### src/rtl/calc_pkg.sv
// Shared state encoding, key codes and display constants for the calc_seq
// keypad calculator.
package calc_pkg;

    typedef enum logic [2:0] {
        ST_IDLE   = 3'd0,
        ST_GOT_A  = 3'd1,
        ST_GOT_OP = 3'd2,
        ST_EXEC   = 3'd3,
        ST_SHOW   = 3'd4,
        ST_ERR    = 3'd5
    } state_e;

    typedef enum logic [1:0] {
        KEY_OPERAND = 2'b00,
        KEY_ADD     = 2'b01,
        KEY_SUB     = 2'b10,
        KEY_CLEAR   = 2'b11
    } key_e;

    localparam logic [2:0] ERR_DISP_MAG  = 3'b111;
    localparam logic       ERR_DISP_SIGN = 1'b1;

    function automatic logic is_op_key(input key_e k);
        return (k == KEY_ADD) || (k == KEY_SUB);
    endfunction

endpackage

### src/rtl/add_sub.sv
// Sign-magnitude add/subtract of two 3-bit operands ([2] sign, [1:0] magnitude).
// Magnitude result spans 0..6; sign is not normalised when sf is zero.
module add_sub (
    input  logic [2:0] a1,
    input  logic [2:0] b1,
    input  logic       Add_Sub,
    output logic [2:0] sf,
    output logic       sign
);

    logic       w_b_sign;
    logic [2:0] w_a_mag;
    logic [2:0] w_b_mag;

    // Subtraction is addition of B with its sign flipped.
    assign w_b_sign = b1[2] ^ Add_Sub;
    assign w_a_mag  = {1'b0, a1[1:0]};
    assign w_b_mag  = {1'b0, b1[1:0]};

    always_comb begin
        // NOTE: every output gets a default first so no path can infer a latch.
        sf   = '0;
        sign = 1'b0;
        if (a1[2] == w_b_sign) begin
            sf   = w_a_mag + w_b_mag;
            sign = a1[2];
        end else if (w_a_mag >= w_b_mag) begin
            sf   = w_a_mag - w_b_mag;
            sign = a1[2];
        end else begin
            sf   = w_b_mag - w_a_mag;
            sign = w_b_sign;
        end
    end

endmodule

### src/rtl/calc_seq.sv
// Keypad calculator sequencer: collects A, operator, B, runs the add_sub
// datapath for EXEC_CYCLES cycles, then shows or chains the result.
module calc_seq
    import calc_pkg::*;
#(
    parameter int EXEC_CYCLES = 2
) (
    input  logic       clk,
    input  logic       rst_n,
    input  logic       key_valid,
    input  logic [1:0] key_type,
    input  logic [2:0] key_data,
    output logic       key_ready,
    output logic [2:0] disp_mag,
    output logic       disp_sign,
    output logic       result_valid,
    output logic       ovf,
    output logic       err
);

    localparam logic [2:0] CNT_INIT = 3'(EXEC_CYCLES - 1);

    state_e     r_state;
    state_e     w_state_nxt;
    logic [2:0] r_a;
    logic [2:0] w_a_nxt;
    logic [2:0] r_b;
    logic [2:0] w_b_nxt;
    logic       r_op;
    logic       w_op_nxt;
    logic [2:0] r_res_mag;
    logic [2:0] w_res_mag_nxt;
    logic       r_res_sign;
    logic       w_res_sign_nxt;
    logic       r_ovf;
    logic       w_ovf_nxt;
    logic [2:0] r_cnt;
    logic [2:0] w_cnt_nxt;

    logic       w_xfer;
    key_e       w_key;
    logic [2:0] w_sf;
    logic       w_sign;

    add_sub u_add_sub (
        .a1      (r_a),
        .b1      (r_b),
        .Add_Sub (r_op),
        .sf      (w_sf),
        .sign    (w_sign)
    );

    assign key_ready    = (r_state != ST_EXEC);
    assign w_xfer       = key_valid & key_ready;
    assign w_key        = key_e'(key_type);
    assign result_valid = (r_state == ST_EXEC) && (r_cnt == '0);
    assign err          = (r_state == ST_ERR);
    assign ovf          = r_ovf;

    always_ff @(posedge clk or negedge rst_n) begin
        if (!rst_n) begin
            r_state <= ST_IDLE;
        end else begin
            // NOTE: non-blocking assignments so all registers update together on the edge.
            r_state <= w_state_nxt;
        end
    end

    always_ff @(posedge clk or negedge rst_n) begin
        if (!rst_n) begin
            r_a        <= '0;
            r_b        <= '0;
            r_op       <= 1'b0;
            r_res_mag  <= '0;
            r_res_sign <= 1'b0;
            r_ovf      <= 1'b0;
            r_cnt      <= '0;
        end else begin
            r_a        <= w_a_nxt;
            r_b        <= w_b_nxt;
            r_op       <= w_op_nxt;
            r_res_mag  <= w_res_mag_nxt;
            r_res_sign <= w_res_sign_nxt;
            r_ovf      <= w_ovf_nxt;
            r_cnt      <= w_cnt_nxt;
        end
    end

    always_comb begin
        w_state_nxt    = r_state;
        w_a_nxt        = r_a;
        w_b_nxt        = r_b;
        w_op_nxt       = r_op;
        w_res_mag_nxt  = r_res_mag;
        w_res_sign_nxt = r_res_sign;
        w_ovf_nxt      = r_ovf;
        w_cnt_nxt      = r_cnt;

        if (w_xfer && (w_key == KEY_CLEAR)) begin
            w_state_nxt    = ST_IDLE;
            w_a_nxt        = '0;
            w_b_nxt        = '0;
            w_op_nxt       = 1'b0;
            w_res_mag_nxt  = '0;
            w_res_sign_nxt = 1'b0;
            w_ovf_nxt      = 1'b0;
        end else begin
            case (r_state)
                ST_IDLE: begin
                    if (w_xfer && (w_key == KEY_OPERAND)) begin
                        w_a_nxt     = key_data;
                        w_state_nxt = ST_GOT_A;
                    end
                end
                ST_GOT_A: begin
                    if (w_xfer && (w_key == KEY_OPERAND)) begin
                        w_a_nxt = key_data;
                    end else if (w_xfer && is_op_key(w_key)) begin
                        w_op_nxt    = (w_key == KEY_SUB);
                        w_state_nxt = ST_GOT_OP;
                    end
                end
                ST_GOT_OP: begin
                    if (w_xfer && (w_key == KEY_OPERAND)) begin
                        w_b_nxt     = key_data;
                        w_cnt_nxt   = CNT_INIT;
                        w_state_nxt = ST_EXEC;
                    end else if (w_xfer && is_op_key(w_key)) begin
                        w_op_nxt = (w_key == KEY_SUB);
                    end
                end
                ST_EXEC: begin
                    // A, B and op are frozen here, so the datapath output is stable.
                    if (r_cnt == '0) begin
                        w_res_mag_nxt  = w_sf;
                        w_res_sign_nxt = w_sign & (w_sf != '0);
                        w_ovf_nxt      = (w_sf > 3'd3);
                        w_state_nxt    = ST_SHOW;
                    end else begin
                        w_cnt_nxt = r_cnt - 3'd1;
                    end
                end
                ST_SHOW: begin
                    if (w_xfer && (w_key == KEY_OPERAND)) begin
                        w_a_nxt     = key_data;
                        w_state_nxt = ST_GOT_A;
                    end else if (w_xfer && is_op_key(w_key)) begin
                        if (r_ovf) begin
                            w_state_nxt = ST_ERR;
                        end else begin
                            w_a_nxt     = {r_res_sign, r_res_mag[1:0]};
                            w_op_nxt    = (w_key == KEY_SUB);
                            w_state_nxt = ST_GOT_OP;
                        end
                    end
                end
                ST_ERR: begin
                end
                default: begin
                    w_state_nxt = ST_IDLE;
                end
            endcase
        end
    end

    always_comb begin
        disp_mag  = '0;
        disp_sign = 1'b0;
        case (r_state)
            ST_GOT_A, ST_GOT_OP: begin
                disp_mag  = {1'b0, r_a[1:0]};
                disp_sign = r_a[2];
            end
            ST_EXEC: begin
                disp_mag  = {1'b0, r_b[1:0]};
                disp_sign = r_b[2];
            end
            ST_SHOW: begin
                disp_mag  = r_res_mag;
                disp_sign = r_res_sign;
            end
            ST_ERR: begin
                disp_mag  = ERR_DISP_MAG;
                disp_sign = ERR_DISP_SIGN;
            end
            default: begin
            end
        endcase
    end

endmodule

### config.mk
export PLATFORM = sky130hd
export DESIGN_NAME = calc_seq
export DESIGN_NICKNAME = d
export VERILOG_FILES = /design/src/rtl/calc_pkg.sv /design/src/rtl/add_sub.sv /design/src/rtl/calc_seq.sv
export SDC_FILE = /design/constraint.sdc
export NUM_CORES = 1
export LEC_CHECK = 0
export CORE_UTILIZATION = 60
export DETAILED_ROUTE_END_ITERATION = 8
export GPL_TIMING_DRIVEN = 0
export PLACE_DENSITY = 0.89
export REMOVE_ABC_BUFFERS = 1
export SLEW_MARGIN = 20
export SYNTH_ARGS = -nofsm -noshare
export SYNTH_HDL_FRONTEND = slang
export SYNTH_HIERARCHICAL = 1
export SYNTH_SLANG_ARGS = --single-unit
export TNS_END_PERCENT = 100
### constraint.sdc
create_clock -name clk -period 4.36 [get_ports clk]
set_input_delay 1.308 -clock clk [delete_from_list [all_inputs] [get_ports clk]]
set_output_delay 1.308 -clock clk [all_outputs]
set_load 0.01 [all_outputs]
After elaboration in Yosys (flattened, before gate mapping)

Index checks and enable logic that the tools add are counted.

$add $sub $neg: 4
$mul: 0
Divide/modulo/power cells: 0
$lt $le $gt $ge: 2
Equality and inequality tests: 26
Shift operators: 0
Mux-type cells: 42
Bitwise logic cells: 4
Reduce and logical (&&, ||, !) cells: 24

Operator list:

| operator           | number |
|---|---|
| $mux 3             | 22 |
| $ne 3x3->1 const B | 8 |
| $pmux 3 s6         | 1 |
| $mux 1             | 14 |
| $pmux 3 s2         | 2 |
| $pmux 3 s4         | 1 |
| $reduce_bool 2->1  | 5 |
| $ne 3x1->1 const B | 3 |
| $reduce_bool 3->1  | 3 |
| $ne 4x4->1 const B | 2 |
| $reduce_and 4->1   | 2 |
| $reduce_and 7->1   | 1 |
| $eq 3x2->1 const B | 2 |
| $eq 3x3->1 const B | 2 |
| $logic_not 3->1    | 2 |
| $reduce_and 6->1   | 1 |
| $sub 2x2->3        | 2 |
| $eq 2x2->1 const B | 2 |
| $logic_and 1x1->1  | 4 |
| $ne 2x2->1 const B | 2 |
| $pmux 1 s4         | 1 |
| $reduce_and 2->1   | 2 |
| $reduce_or 2->1    | 2 |
| $add 2x2->3        | 1 |
| 14 further kinds   | 15 |

Register bits after elaboration: 18
Latch bits: 0
RAM bits: 0
Memory bits (read-only): 0
Bits of input ports: 8
Output and inout bits: 8
Word-level logic and storage cells: 110
Memories kept: 0

Depth between registers and ports, before layout

Depth in word-level cells: 8
Gate-level depth with buffers: 8
Depth with buffers taken out: 8

Modules after synthesis

The synthesis kept the hierarchy.

By module, submodules not included:

| module   | times used | cells an instance | area each (um^2) | sequential area each (um^2) |
|---|---|---|---|---|
| calc_seq | 1          | 133               | 1,243.7          | 450.4 |
| add_sub  | 1          | 23                | 209.0            | 0.0 |

Worst setup path after synthesis

OpenSTA, ideal clock, no wires.

Path kind: in2reg
From: input port key_type[0]
To: register r_state[0]
Library setup time: 0.128 ns
Arrival time: 2.577 ns
Data required time: 4.232 ns
Setup slack: 1.655 ns
Stages: 7
Path buffers: 1
Cell sequence: inv_1 > ha_1 > clkbuf_1 > o21a_1 > o32ai_1 > a211oi_2 > mux2_1

Longest elaborated chain between the ends: 5
Elaborated cells on any way between the ends: 19
Those cells by class: eq/ne (10); mux (3); reduce/logical (6)

Ends and longest elaborated chain:

| element                                                            | line                                              | source |
|---|---|---|
| start: declaration                                                 | calc_seq.sv:11                                    | `input logic [1:0] key_type,` |
| $eq 2x1->1 (tied with other cells)                                 | calc_pkg.sv:25                                    | `return (k == KEY_ADD) \|\| (k == KEY_SUB);` |
| $logic_or 1x1->1 / $logic_and 1x1->1 (equally long branches)       | n/a                                               |  |
| $logic_and 1x1->1 / $mux 3 (equally long branches)                 | calc_seq.sv:118, calc_seq.sv:147, calc_seq.sv:144 |  |
| $ne 4x4->1 (no source line) (tied with other cells)                | n/a                                               |  |
| $reduce_and 7->1 (no source line) / $mux 3 (equally long branches) | n/a                                               |  |
| end signal: assignment                                             | calc_seq.sv:65                                    | `r_state <= w_state_nxt;` |
| end: declaration                                                   | calc_seq.sv:23                                    | `state_e r_state;` |

Several ways; a longest one is shown, not always the timed one.
A chain may end at the register's enable or synchronous reset.

Worst setup path in the final report

From: register r_state[2]
To: output port result_valid

Longest elaborated chain between the ends: 2

Ends and longest elaborated chain:

| element           | line           | source |
|---|---|---|
| $eq 3x2->1        | calc_seq.sv:56 | `assign result_valid = (r_state == ST_EXEC) && (r_cnt == '0);` |
| $logic_and 1x1->1 | calc_seq.sv:56 |  |
| end: declaration  | calc_seq.sv:16 | `output logic result_valid,` |

No other way between the ends.

==> flow_summary.yaml <==
timing:
  timing_max_transition_violations_final: 0
  worst_pin_slew_ns: 0.795
  hold_violations: 0
  worst_clock_skew_ns: 0.0123
  max_freq_mhz: 259
  period_minus_slack_ns: 3.86
  slew-limit-headroom_pct: 46.8
  rsz0062_at_grt: "false"
  final.period_utilization_pct: 88.4
  finalSetupViolCount: 0
  finalSetupTns_ns: 0
worst_setup_path:
  arrival_ns: 2.55
  worst_setup_path_start_kind: "register"
  timing.critical_path.slowest_stage_cell: "clkdlybuf4s50_1"
  cpPeakStageDelay_ns: 0.66
  worst-endpoint-required_ns: 3.05
  crit_path_cell_trace: "nand3b_2 -> nor2b_1 -> clkdlybuf4s50_1"
  timing.setup.critical_path_class: "register to primary output"
  endpoint_kind: "primary output"
  critical_path_peak_fanout: 16
  cp.buffers_inverters: 1
  kind_of_cell_adding_the_most_delay_to_the_critical_path: "simple AND/OR/NAND/NOR gates"
yosys:
  yosys.area_share.xor_xnor_pct: 1.81
  yosys-mux-area-fraction_pct: 8.10
  combined_area_of_all_synthesized_cells_um2: 1450
  synth-simple-area-share_pct: 17.1
  ranking_of_synthesized_cells_by_instance_count: "dfrtp_1, nand2_1, inv_1"
  post_synth.cell_area_avg_um2: 9.31
  largest_family_of_logic_cells_by_synthesized_area: "compound AO/OA/AOI/OAI gates"
  synth_sequential_area_ratio_pct: 31.0
  synth.yosys.warnings: 6
  synth-compound-area-share_pct: 23.8
  synth.distinct_cells: 48
  synth_edf_count: 0
  synth.ff_latch_count: 18
  synth_area_leader_cell: "dfrtp_1"
  synth_top_area_share_pct: 31.0
  dominantRegCellSynth: "dfrtp_1"
  synth-async-reset-ratio_pct: 100
  synth_most_common_cell: "dfrtp_1"
  post_synth_fa_ha_maj_area_fraction_pct: 11.9
  synthTopCellsByArea: "dfrtp_1, ha_1, mux2i_1, fa_1, nand2_1"
  netlist_instances: 156
placement:
  detailed_place.area_um2: 1590
  dpl.hpwl_um: 2300
  port-buffer-count: 15
  place_congestion: 0.879
floorplan:
  die_height_um: 51.2
  floorplan.initialDensity_pct: 64.4
  fp-row-count: 17
  die_area_um2: 2620
  io_pins: 16
  placeableCoreArea_um2: 2250
  die_x_um: 51.2
global_route:
  first_global_vias: 1116
  grt_use_total_pct: 26.4
  grt_pass1_wl_um: 5040
  grt_antenna_before_repair: 0
  gr-total-overflow: 0
  grt_start_max_net_pins: 28
clock_network:
  cts_root_buffer: "clkbuf_4"
  cts_tree: "done"
  tritoncts.num_buffers: 3
  tritoncts_num_sinks: 18
  clk_latency_ns: 0.29
  clk_pin_slew_worst_paths_ns: 0.10
  clock_path_buffers: 2
  clock_tree.htree_level_count: 1
  holdBufCountCts: 0
power:
  switching_power_uw: 515
  leakagePower_uw: 0.000691
  vdd_drop_max_mv: 0.463
  power_frac_comb_pct: 58.9
  p_int_uw: 609
  sw_frac_of_total_pct: 45.9
  pwr_density_cell_nw_per_um2: 697
  pwr-share-clk_pct: 7.2
  seqPwrFrac_pct: 33.9
layout:
  final_design_area_no_fill_um2: 1610
  syn_to_final_growth_pct: 10.9
  n_antenna_cell: 0
  drive_gt1_share_pct: 6.67
  fillers: 185
  final_nets: 187
job:
  max_cap_viol_count: 0
detailed_routing:
  totalWireLength_um: 3050
  detail-route-antenna-nets: 0
  drt-wirelength-per-cell_um: 15.8
  detail_routed_via_count_per_cell: 6.28
  drc: 0
  first_iter_violations: 42
  drt-pass1-iter-count: 4
  route.vias.total: 1213
run_status:
  run_status: "finished clean"
worst_hold_path:
  min_path_type: "register to register"
-- final cells by class --
cell class              instances  area, µm²  area share, %
clock buffers                   3       22.5           1.40
inverters                      11       41.3           2.56
multi-input cells             118        911           56.5
flip-flops and latches         18        452           28.0
well taps                      28       35.0           2.17
repair buffers                 15        150           9.32
-- power by group through the flow --
stage / clock network [µW] / logic [µW] / registers, µW
floorplan: 0 / 489 / 339
global placement: 0 / 627 / 370
detailed placement: 0 / 663 / 377
CTS: 84.5 / 666 / 375
global route: 92.2 / 739 / 395
finish: 81.3 / 662 / 380
-- worst paths after layout --
path | start | to | slack [ns] | cells after the start
max in group asynchronous | rst_n | r_state[0] | 2.35 | 1
hold reg to reg | r_cnt[0] | r_cnt[0] | 0.48 | 1
min in group asynchronous | rst_n | r_b[1] | 1.46 | 1
setup reg to reg | r_a[1] | r_res_sign | 2.09 | 7
setup / recovery | r_state[2] | result_valid | 0.51 | 3
hold / removal | r_cnt[0] | r_cnt[0] | 0.48 | 1
-- state kept, by name, summed over array words and instances, names as in the netlist --
signal,flops
r_b,3
r_state,3
r_res_sign,1
r_res_mag,3
ovf,1
r_op,1
r_cnt,3
r_a,3
-- logic make-up after synthesis --
group	count (synthesis)
muxes	11
adders and majority gates	12
xor gates and xnor gates	3
AOI/OAI and AO/OA	48
buffers and inverters	20
DFF	18
and+or+nand+nor	44
-- per-layer routing --
layer / track usage, % / wire [µm] / up-vias
met5: 0 / 0 / -
met2: 47.4 / 1540 / 45
met1: 32.3 / 1260 / 577
met4: 9.26 / 35 / 0
met3: 3.27 / 204 / 4
li1: - / - / 587
-- worst register-to-register path, cell delays in order, from the launching register on --
cell and delay, ns:
dfrtp_1 0.47, inv_1 0.16, ha_1 0.34, a21boi_1 0.27, mux2_2 0.37, mux2i_1 0.21
o311ai_0 0.17, a21oi_1 0.20
-- what timing repair did --
action                     4_1_cts  5_1_grt
setup endpoints to repair        0        1
buffers inserted                 0        0
resized for setup                0        1
-- metrics by stage --
| step | hold slack, ns | power, µW | util [%] | worst slack, ns | std cells |
|---|---|---|---|---|---|
| after global routing | 0.516 | 1230 | 71.5 | 0.348 | 193 |
| final | 0.485 | 1120 | 71.5 | 0.505 | 193 |
| after detailed placement | 0.463 | 1040 | 70.4 | 0.537 | 190 |
| after CTS | 0.480 | 1120 | 71.4 | 0.205 | 193 |
| after global placement | 0.458 | 997 | 70.4 | 0.624 | 190 |
| after floorplan | 0.440 | 828 | - | 1.44 | 147 |
-- cell usage in the layout (no fill, tap or decap), drive strengths merged, types with 4 or more instances in the layout --
cell type / instances
a21boi: 4
clkdlybuf4s50: 15
nand3b: 4
a21oi: 7
o21ai: 9
nor2: 7
o21a: 5
nor2b: 5
dfrtp: 18
mux2i: 8
nand2: 12
ha: 9
o22ai: 4
inv: 11
Note: power is estimated with default switching activity, not from simulation.
